<file path="config.mk">
export PLATFORM = sky130hd
export DESIGN_NAME = mdu_hilo_ctrl_flat
export DESIGN_NICKNAME = d
export VERILOG_FILES = /design/src/rtl/mdu_hilo_if.sv /design/src/rtl/mdu_hilo_ctrl.sv /design/src/flat_wrapper.sv
export SDC_FILE = /design/constraint.sdc
export NUM_CORES = 1
export LEC_CHECK = 0
export BUFFER_PORTS_ARGS = -buffer_cell sky130_fd_sc_hd__buf_2
export CAP_MARGIN = 20
export CORE_MARGIN = 2
export CORE_UTILIZATION = 45
export CTS_BUF_LIST = sky130_fd_sc_hd__clkbuf_4
export CTS_CLUSTER_SIZE = 30
export DETAILED_ROUTE_END_ITERATION = 7
export SETUP_SLACK_MARGIN = 0.02
export SLEW_MARGIN = 20
export SYNTH_ARGS = -nofsm -noshare
export SYNTH_HDL_FRONTEND = slang
export SYNTH_SLANG_ARGS = --single-unit
</file>
<file path="constraint.sdc">
create_clock -name clk -period 16.4 [get_ports clk]
set_clock_uncertainty 0.2 [all_clocks]
set_input_delay 4.1 -clock clk [delete_from_list [all_inputs] [get_ports clk]]
set_output_delay 4.1 -clock clk [all_outputs]
set_load 0.005 [all_outputs]
</file>
<file path="src/rtl/mdu_hilo_if.sv">
// mdu_hilo_if: EX-stage handshake between the pipeline and the MDU/HI-LO sequencer.
//   master: EX side, drives the instruction, operands and flush; observes stall and HI/LO control.
//   slave : sequencer side, drives stall, HI/LO control, write data, result and status pulses.
interface mdu_hilo_if #(
    parameter int unsigned DW = 32
);
    logic              op_valid;
    logic [2:0]        op;
    logic [DW-1:0]     rs_val;
    logic [DW-1:0]     rt_val;
    logic              flush;
    logic              stall_o;
    logic              hilo_en;
    logic              hilo_write;
    logic              hilo_src;
    logic              hilo_hi_sel;
    logic [DW-1:0]     hilo_wdata;
    logic [2*DW-1:0]   mdu_result;
    logic              mf_valid;
    logic              div_zero;

    modport master (
        output op_valid, op, rs_val, rt_val, flush,
        input  stall_o, hilo_en, hilo_write, hilo_src, hilo_hi_sel,
               hilo_wdata, mdu_result, mf_valid, div_zero
    );

    modport slave (
        input  op_valid, op, rs_val, rt_val, flush,
        output stall_o, hilo_en, hilo_write, hilo_src, hilo_hi_sel,
               hilo_wdata, mdu_result, mf_valid, div_zero
    );
endinterface

</file>
<file path="src/rtl/mdu_hilo_ctrl.sv">
// mdu_hilo_ctrl: multiply/divide sequencer and HI/LO control for the EX stage.
//   clk, rst      : clock, asynchronous active-high reset
//   bus (slave)   : op_valid/op/rs_val/rt_val/flush in; stall_o, hilo_* controls,
//                   mdu_result {HI,LO}, mf_valid, div_zero out.
// Multiply is shift-add and divide is restoring, one bit per cycle over DW cycles,
// followed by a FIX cycle that sign-corrects and writes HI/LO.
module mdu_hilo_ctrl #(
    parameter int unsigned   DW     = 32,
    parameter logic [DW-1:0] DIV0_Q = {DW{1'b1}}
) (
    input  logic        clk,
    input  logic        rst,
    mdu_hilo_if.slave   bus
);
    localparam int unsigned CW = $clog2(DW);

    localparam logic [2:0] OP_MTHI = 3'd4;
    localparam logic [2:0] OP_MFHI = 3'd6;

    typedef enum logic [1:0] {
        IDLE = 2'd0,
        CALC = 2'd1,
        FIX  = 2'd2,
        READ = 2'd3
    } state_t;

    state_t          state;
    logic [CW-1:0]   cnt;
    logic [2*DW-1:0] acc;       // mul: {partial, multiplier}; div: {remainder, quotient}
    logic [DW-1:0]   opnd;      // |multiplicand| or |divisor|
    logic [DW-1:0]   rs_orig;   // original rs for the divide-by-zero HI value
    logic            is_div;
    logic            sign_q;
    logic            sign_r;
    logic [2*DW-1:0] res_hold;

    logic            accept;
    logic            acc_md;
    logic            acc_mt;
    logic            acc_mf;
    logic            signed_op;
    logic            rs_neg;
    logic            rt_neg;
    logic [DW-1:0]   rs_abs;
    logic [DW-1:0]   rt_abs;
    logic [DW:0]     mul_add;
    logic [DW:0]     mul_sum;
    logic [DW+1:0]   div_diff;
    logic [2*DW-1:0] acc_next;
    logic            div0;
    logic [DW-1:0]   quot_fix;
    logic [DW-1:0]   rem_fix;
    logic [2*DW-1:0] fix_res;

    // Instruction decode; rst gating keeps outputs at zero while reset is held.
    always_comb begin
        accept    = (state == IDLE) && bus.op_valid && !bus.flush && !rst;
        acc_md    = accept && !bus.op[2];
        acc_mt    = accept && bus.op[2] && !bus.op[1];
        acc_mf    = accept && bus.op[2] && bus.op[1];
        signed_op = !bus.op[0];
        rs_neg    = signed_op && bus.rs_val[DW-1];
        rt_neg    = signed_op && bus.rt_val[DW-1];
        rs_abs    = rs_neg ? -bus.rs_val : bus.rs_val;
        rt_abs    = rt_neg ? -bus.rt_val : bus.rt_val;
    end

    // One iteration of shift-add multiply or restoring divide.
    always_comb begin
        mul_add  = acc[0] ? {1'b0, opnd} : '0;
        mul_sum  = {1'b0, acc[2*DW-1:DW]} + mul_add;
        div_diff = {1'b0, acc[2*DW-1:DW], acc[DW-1]} - {2'b00, opnd};
        if (!is_div) begin
            acc_next = {mul_sum, acc[DW-1:1]};
        end else if (!div_diff[DW+1]) begin
            acc_next = {div_diff[DW-1:0], acc[DW-2:0], 1'b1};
        end else begin
            acc_next = {acc[2*DW-2:0], 1'b0};
        end
    end

    // Sign correction and divide-by-zero substitution for the FIX cycle.
    always_comb begin
        div0     = is_div && (opnd == '0);
        quot_fix = sign_q ? -acc[DW-1:0] : acc[DW-1:0];
        rem_fix  = sign_r ? -acc[2*DW-1:DW] : acc[2*DW-1:DW];
        if (!is_div) begin
            fix_res = sign_q ? -acc : acc;
        end else if (div0) begin
            fix_res = {rs_orig, DIV0_Q};
        end else begin
            fix_res = {rem_fix, quot_fix};
        end
    end

    // Sequencer state and datapath registers.
    always_ff @(posedge clk or posedge rst) begin
        if (rst) begin
            state    <= IDLE;
            cnt      <= '0;
            acc      <= '0;
            opnd     <= '0;
            rs_orig  <= '0;
            is_div   <= 1'b0;
            sign_q   <= 1'b0;
            sign_r   <= 1'b0;
            res_hold <= '0;
        end else begin
            case (state)
                IDLE: begin
                    if (acc_md) begin
                        is_div  <= bus.op[1];
                        rs_orig <= bus.rs_val;
                        sign_q  <= rs_neg ^ rt_neg;
                        sign_r  <= bus.op[1] && rs_neg;
                        cnt     <= '0;
                        if (bus.op[1]) begin
                            acc  <= {{DW{1'b0}}, rs_abs};
                            opnd <= rt_abs;
                        end else begin
                            acc  <= {{DW{1'b0}}, rt_abs};
                            opnd <= rs_abs;
                        end
                        state <= CALC;
                    end else if (acc_mf) begin
                        state <= READ;
                    end
                end
                CALC: begin
                    acc <= acc_next;
                    if (cnt == CW'(DW - 1)) begin
                        state <= FIX;
                    end else begin
                        cnt <= cnt + 1'b1;
                    end
                end
                FIX: begin
                    if (!bus.flush) begin
                        res_hold <= fix_res;
                    end
                    state <= IDLE;
                end
                default: state <= IDLE;
            endcase
            if (bus.flush) begin
                state <= IDLE;
            end
        end
    end

    // HI/LO control and pipeline stall, decoded from state and current inputs.
    always_comb begin
        bus.stall_o     = 1'b0;
        bus.hilo_en     = 1'b0;
        bus.hilo_write  = 1'b0;
        bus.hilo_src    = 1'b0;
        bus.hilo_hi_sel = 1'b0;
        bus.hilo_wdata  = '0;
        bus.mdu_result  = res_hold;
        bus.mf_valid    = 1'b0;
        bus.div_zero    = 1'b0;
        case (state)
            IDLE: begin
                if (acc_md) begin
                    bus.stall_o = 1'b1;
                end else if (acc_mt) begin
                    bus.hilo_en     = 1'b1;
                    bus.hilo_write  = 1'b1;
                    bus.hilo_src    = 1'b1;
                    bus.hilo_hi_sel = (bus.op == OP_MTHI);
                    bus.hilo_wdata  = bus.rs_val;
                end else if (acc_mf) begin
                    bus.hilo_en     = 1'b1;
                    bus.hilo_hi_sel = (bus.op == OP_MFHI);
                    bus.stall_o     = 1'b1;
                end
            end
            CALC: begin
                bus.stall_o = !bus.flush;
            end
            FIX: begin
                bus.mdu_result = fix_res;
                bus.hilo_en    = 1'b1;
                bus.hilo_write = !bus.flush;
                bus.div_zero   = div0 && !bus.flush;
            end
            READ: begin
                bus.mf_valid = !bus.flush;
            end
            default: ;
        endcase
    end
endmodule

</file>
<file path="src/flat_wrapper.sv">
// flat-port wrapper written by rule: the top's interface ports become plain ports
module mdu_hilo_ctrl_flat 
#(
    parameter int unsigned   DW     = 32,
    parameter logic [DW-1:0] DIV0_Q = {DW{1'b1}}
)
  (clk, rst, bus_op_valid, bus_op, bus_rs_val, bus_rt_val, bus_flush, bus_stall_o, bus_hilo_en, bus_hilo_write, bus_hilo_src, bus_hilo_hi_sel, bus_hilo_wdata, bus_mdu_result, bus_mf_valid, bus_div_zero);
  mdu_hilo_if #(.DW(DW)) bus_i ();
  input  logic clk;
  input  logic rst;
  input wire logic [$bits(bus_i.op_valid)-1:0] bus_op_valid;
  input wire logic [$bits(bus_i.op)-1:0] bus_op;
  input wire logic [$bits(bus_i.rs_val)-1:0] bus_rs_val;
  input wire logic [$bits(bus_i.rt_val)-1:0] bus_rt_val;
  input wire logic [$bits(bus_i.flush)-1:0] bus_flush;
  output wire logic [$bits(bus_i.stall_o)-1:0] bus_stall_o;
  output wire logic [$bits(bus_i.hilo_en)-1:0] bus_hilo_en;
  output wire logic [$bits(bus_i.hilo_write)-1:0] bus_hilo_write;
  output wire logic [$bits(bus_i.hilo_src)-1:0] bus_hilo_src;
  output wire logic [$bits(bus_i.hilo_hi_sel)-1:0] bus_hilo_hi_sel;
  output wire logic [$bits(bus_i.hilo_wdata)-1:0] bus_hilo_wdata;
  output wire logic [$bits(bus_i.mdu_result)-1:0] bus_mdu_result;
  output wire logic [$bits(bus_i.mf_valid)-1:0] bus_mf_valid;
  output wire logic [$bits(bus_i.div_zero)-1:0] bus_div_zero;
  assign bus_i.op_valid = bus_op_valid;
  assign bus_i.op = bus_op;
  assign bus_i.rs_val = bus_rs_val;
  assign bus_i.rt_val = bus_rt_val;
  assign bus_i.flush = bus_flush;
  assign bus_stall_o = bus_i.stall_o;
  assign bus_hilo_en = bus_i.hilo_en;
  assign bus_hilo_write = bus_i.hilo_write;
  assign bus_hilo_src = bus_i.hilo_src;
  assign bus_hilo_hi_sel = bus_i.hilo_hi_sel;
  assign bus_hilo_wdata = bus_i.hilo_wdata;
  assign bus_mdu_result = bus_i.mdu_result;
  assign bus_mf_valid = bus_i.mf_valid;
  assign bus_div_zero = bus_i.div_zero;
  mdu_hilo_ctrl #(.DW(DW), .DIV0_Q(DIV0_Q)) u_core (.clk(clk), .rst(rst), .bus(bus_i));
endmodule
</file>
==> impl_metrics.yaml, run 1 <==
synth:
  ys_seq_area_share_pct: 29.0
  synth_cells: 2356
  ys_top_cells_by_area: "dfrtp_1, nand2_1, o21ai_0"
  async_reset_ff_share_pct: 100
  synth-edff-count: 0
  synth_ff_type: "dfrtp_1"
  muxShareOfSynthArea_pct: 3.42
  synth_top_family_by_area: "compound AO/OA/AOI/OAI gates"
  netlist_area_sq_um: 17400
  syn_nets: 2499
  synth.avg_cell_area_sq_um: 7.40
  yosysTopAreaCell: "dfrtp_1"
  synth_xor_area_share_pct: 8.08
  ys_seq_elements: 202
  synth-compound-area-share_pct: 26.3
  synth_warnings: 0
  ys_types: 76
  synthAdderAreaFrac_pct: 5.25
  yosys.area_share.simple_pct: 22.8
  synth_commonest_cells: "nand2_1, o21ai_0, nor2_1"
  yosys.area.top_type_share_pct: 29.0
  synth.most_common_cell: "nand2_1"
critical_path:
  critPathLaunchType: "input pin"
  arrival_ns: 6.16
  slowest_delay_ns: 0.50
  critPathRequiredTime_ns: 12.10
  critPathMaxFanout: 28
  worst-setup-path-type: "input pin to output port"
  rr_worst_depth: 11
  cp-end-kind: "output port"
  cpMaxStageDelayCell: "nor3_1"
  path_cells: "buf_2 > nor2_1 > nand2_1 > nor3_1 > nand2_1 > nor2_1 > buf_4 > and2_1 > buf_2"
  r2r_start: "u_core.acc[32]"
  startpoint: "rst"
  r2r_setup_slack_ns: 11.68
global_route:
  grt_max_degree: 129
  grt_pass1_wl_mm: 100
  grt_pass1_vias: 16800
  grt.overflow.total: 0
  grt_usage_pct: 31.9
  antenna_found_initial: 4
placement:
  dp_hpwl_mm: 49.6
  routabilityCongestion: 0.941
  port_buffers: 173
routing:
  drt_iter0_drc: 1757
  maxUsedRoutingLayer: "met4"
  wl_met1_mm: 29.7
  wl_per_cell_microns: 21.8
  routed-via-count: 18181
  viasPerCell: 6.04
  routed_wl_mm: 65.7
  dr_wl_met2_mm: 27.3
  dr_wl_met3_mm: 6.04
  drt_first_pass_iters: 6
  antenna_left: 0
  route.detailed.drc: 0
timing:
  worst_pin_slew_ns: 1.13
  slew_headroom_pct: 24.1
  min_period_ns: 10.46
  fmax_mhz: 95.6
  drv_slew: 0
  rsz0062_at_grt: "no"
  hold_viol: 0
  setup_viol: 0
  finalCritPeriodShare_pct: 63.8
  fin_setup_tns_ns: 0
floorplan:
  ios: 174
  initial_core_util_pct: 45.4
  fp-row-count: 72
  die_y_microns: 201
  core_area_sq_um: 38500
  die_w_microns: 201
  fp.dieArea_sq_um: 40400
final_layout:
  finalNetCount: 2592
  seqCellArea_sq_um: 5060
  drive_above_1_share_pct: 13.2
  multi_input_area_sq_um: 11500
  area_growth_pct: 10.4
  fill_cells: 3955
clocking:
  clk-insertion-delay-late_ns: 0.76
  clk_pin_slew_ns: 0.06
  h-tree-depth: 2
  cts_hold_buf: 0
  postCtsSetupBuffers: 0
  clockBufferDepth: 3
  cts_sinks: 202
  numCtsBuffers: 58
  ctsResizeCount: 0
  cts_tree: "yes"
  root_buffer: "clkbuf_4"
worst_hold_path:
  hold_start: "u_core.res_hold[54]"
  hp-class: "flip-flop to flip-flop"
  holdPathStages: 2
outcome:
  outcome: "completed"
pwr:
  max-vdd-ir-drop_mv: 0.0812
  power.total_mw: 3.18
  pwr_density_cell_nw_per_um2: 165
  power.leakage_nw: 8.87
job:
  drv_cap: 0
## worst max-delay path, delay by kind of cell
family                 cells  cell delay (ns)
buffers and inverters      3             0.54
AND/OR/NAND/NOR            6             1.50
## per-stage QoR
step	setup WS [ns]	hold slack [ns]	utilization (%)	instances	area [sq um]
floorplan	6.59	0.240	-	2356	17400
global placement	6.13	0.255	48.2	2907	18600
detailed placement	5.98	0.265	48.2	2907	18600
CTS	5.99	0.281	50.0	3006	19200
global route	5.73	0.296	50.1	3009	19300
finish	5.94	0.278	50.1	3010	19300
## flip-flops by register name (all words and copies together), names as in the netlist
name	cells
u_core.sign_r	1
u_core.is_div	1
u_core.rs_orig	32
u_core.res_hold	64
u_core.state	2
u_core.opnd	32
u_core.cnt	5
u_core.acc	64
u_core.sign_q	1
## cell usage in the layout (no fill, tap or decap), types with 15 or more instances in the layout
| master | n |
|---|---|
| a31oi_1 | 23 |
| a21oi_1 | 179 |
| nor2b_1 | 15 |
| xor2_1 | 49 |
| o31ai_1 | 30 |
| or3_1 | 16 |
| nand2_1 | 377 |
| or4_1 | 15 |
| clkbuf_4 | 84 |
| dfrtp_1 | 201 |
| nor4_1 | 17 |
| and2_1 | 33 |
| xnor2_1 | 112 |
| nand2b_1 | 17 |
| a211oi_1 | 55 |
| a21o_1 | 42 |
| ha_1 | 70 |
| o21ai_0 | 271 |
| mux2i_1 | 54 |
| nor3_1 | 53 |
| o21ai_1 | 18 |
| buf_2 | 172 |
| o211ai_1 | 24 |
| buf_4 | 25 |
| nand4_1 | 18 |
| a22oi_1 | 20 |
| inv_1 | 67 |
| nand3_1 | 25 |
| nor2_1 | 231 |
## cells by family (layout without fill, tap and decap cells)
| kind of cell | count (synthesis) | count (layout) |
|---|---|---|
| AND/OR/NAND/NOR | 873 | 873 |
| AO/OA/AOI/OAI | 756 | 756 |
| buffers and inverters | 233 | 365 |
| flip-flops | 202 | 202 |
| XOR/XNOR | 161 | 161 |
| adder cells (fa/ha/maj) | 72 | 72 |
| multiplexers | 59 | 59 |
| other | 0 | 4 |
## final cells by class
type,count,area share [%]
multi-input cells,1921,59.8
repair buffers,198,5.50
diodes,4,0.0520
clock buffers,84,3.27
clock inverters,15,0.351
inverters,68,1.36
flip-flops and latches,202,26.2
well taps,518,3.36
## worst paths after layout
kind / to
min reg2reg: u_core.res_hold[54]
max in group asynchronous: u_core.is_div
min in group asynchronous: u_core.res_hold[14]
max reg2reg: u_core.acc[50]
max: bus_hilo_wdata[10]
min: u_core.res_hold[54]
## where the power goes
group / internal, mW / leakage, nW / total (mW) / switching [mW]
Sequential: 0.647 / 2.47 / 0.944 / 0.297
Clock: 0.233 / 0.416 / 0.470 / 0.237
Combinational: 0.717 / 5.99 / 1.77 / 1.05
Total: 1.60 / 8.87 / 3.18 / 1.59
## layer usage
layer,global-route usage (%),up-vias
met2,46.4,859
met3,7.76,144
met4,12.8,0
met1,45.4,8591
met5,0,-
li1,-,8587
No activity file was read; power rests on OpenSTA's default activity.
==> run 2, diff against run 1 <==
ABC_AREA = 1   (was unset)
clock period = 9.7 ns   (was 16.4 ns; I/O delays follow)
==> impl_metrics.yaml, run 2 <==
outcome:
  outcome: "completed"
final_layout:
  layout_commonest_cell: "nand2_1"
  fill_cells: 4958
  area_growth_pct: 9.81
  final_cell_mix: "nand2_1, inv_1, nor2_1, nand3_1, o21ai_0"
  reg_top3: "u_core.acc (64), u_core.res_hold (64)"
  finalNetCount: 3866
  drive_above_1_share_pct: 9.42
global_route:
  grt_pass1_wl_mm: 142
  grt.overflow.total: 0
  grt_pass1_vias: 22804
  grt_max_degree: 119
  grt_usage_pct: 40.0
  antenna_found_initial: 1
routing:
  drt_first_pass_iters: 6
  wl_per_cell_microns: 22.2
  antenna_left: 0
  viasPerCell: 5.78
  route.detailed.drc: 0
  routed-via-count: 25233
  routed_wl_mm: 97.1
  drt_iter0_drc: 3486
placement:
  port_buffers: 173
  dp_hpwl_mm: 76.3
  dp_slack_ns: 2.50
  routabilityCongestion: 1.05
clocking:
  numCtsBuffers: 59
  cts_hold_buf: 0
  h-tree-depth: 2
  ctsResizeCount: 0
  clk-insertion-delay-late_ns: 0.84
  root_buffer: "clkbuf_4"
  clk_pin_slew_ns: 0.06
  cts_tree: "yes"
  postCtsSetupBuffers: 0
  clockBufferDepth: 3
  cts_sinks: 202
synth:
  yosysTopAreaCell: "dfrtp_1"
  yosys.area.top_type_share_pct: 24.5
  ys_top_cells_by_area: "dfrtp_1, nand2_1, nand3_1"
  ys_seq_area_share_pct: 24.5
  async_reset_ff_share_pct: 100
  synth_cells: 3601
  synth.avg_cell_area_sq_um: 5.74
  synth-edff-count: 0
  netlist_area_sq_um: 20700
  syn_nets: 3744
  ys_types: 49
  synth.most_common_cell: "nand2_1"
  synth_commonest_cells: "nand2_1, inv_1, nor2_1"
  ys_seq_elements: 202
  synth_warnings: 0
  synth_ff_type: "dfrtp_1"
floorplan:
  initial_core_util_pct: 45.6
  ios: 174
  fp-row-count: 78
  die_w_microns: 218
  die_y_microns: 218
  fp.dieArea_sq_um: 47700
  core_area_sq_um: 45400
timing:
  finalCritPeriodShare_pct: 75.5
  worst_pin_slew_ns: 1.10
  hold_viol: 0
  worst_slack_ns: 2.38
  drv_slew: 0
  min_period_ns: 7.32
  rsz0062_at_grt: "no"
  slew_headroom_pct: 26.3
  whs_ns: 0.277
  fmax_mhz: 137
  setup_viol: 0
  fin_setup_tns_ns: 0
critical_path:
  worst-setup-path-type: "flip-flop to output port"
  critPathMaxFanout: 46
  cp-end-kind: "output port"
  critPathLaunchType: "flip-flop"
  arrival_ns: 4.69
  critPathRequiredTime_ns: 7.08
pwr:
  max-vdd-ir-drop_mv: 0.181
  power.leakage_nw: 12.4
  pwr_density_cell_nw_per_um2: 305
worst_hold_path:
  hp-class: "flip-flop to flip-flop"
job:
  drv_cap: 0
run 2: path summary, 6_finish.rpt:
kind,slack (ns),cells after the start,start,endpoint
worst min-delay path,0.28,2,u_core.res_hold[35],u_core.res_hold[35]
min in group asynchronous,1.55,3,rst,u_core.res_hold[8]
max in group asynchronous,6.59,4,rst,u_core.res_hold[47]
worst max register to register,5.64,10,u_core.is_div,u_core.res_hold[63]
worst max-delay path,2.38,11,u_core.is_div,bus_mdu_result[63]
worst min register to register,0.28,2,u_core.res_hold[35],u_core.res_hold[35]
run 2: cells by family (layout without fill, tap and decap cells):
logic type | count (synthesis) | after routing | share of synthesized area (%)
xor gates and xnor gates | 69 | 69 | 2.92
buffers and inverters | 629 | 795 | 11.8
other | 0 | 1 | 0
and+or+nand+nor | 2113 | 2113 | 42.8
AOI/OAI and AO/OA | 516 | 516 | 13.7
adders and majority gates | 72 | 72 | 4.43
DFF | 202 | 202 | 24.5
run 2: layer usage:
layer  track usage, %  vias up  part of all wire (%)
met3             10.2      202                    12
met5                0        -                     0
met4             17.1        0                   4.8
li1                 -    11774                     -
met1             57.0    11775                    43
met2             56.8     1482                    40
run 2: cell type report:
cell class | instances | area (sq um) | share of cell area [%]
Antenna cell | 1 | 2.50 | 0.0110
Clock buffer | 87 | 653 | 2.88
Clock inverter | 18 | 85.1 | 0.375
Inverter | 492 | 1850 | 8.16
Multi-Input combinational cell | 2770 | 13200 | 58.2
Sequential cell | 202 | 5060 | 22.3
Tap cell | 600 | 751 | 3.31
Timing Repair Buffer | 198 | 1080 | 4.77
run 2: worst max-delay path, stage by stage, from the launching register on:
cell,delay (ns)
dfrtp_2,0.78
buf_4,0.61
nand2_1,0.16
nor3_1,0.28
nand2_2,0.46
inv_1,0.79
a21oi_1,0.13
o21ai_0,0.11
nand2_1,0.20
nand2_1,0.12
nand2_1,0.06
buf_2,0.12
run 2: stage by stage:
stage          utilization, %  cells  total power [mW]  area (sq um)
2_1_floorplan               -   3601              4.29         20700
3_3_place_gp             48.3   4261              5.85         21900
3_5_place_dp             48.3   4261              5.88         21900
4_1_cts                  50.0   4366              6.74         22700
5_1_grt                  50.0   4368              7.41         22700
6_report                 50.0   4368              6.92         22700
run 2: report_power, final:
group          internal [mW]  switching, mW
combinational           1.33           3.00
clock                  0.411          0.417
sequential              1.17          0.591
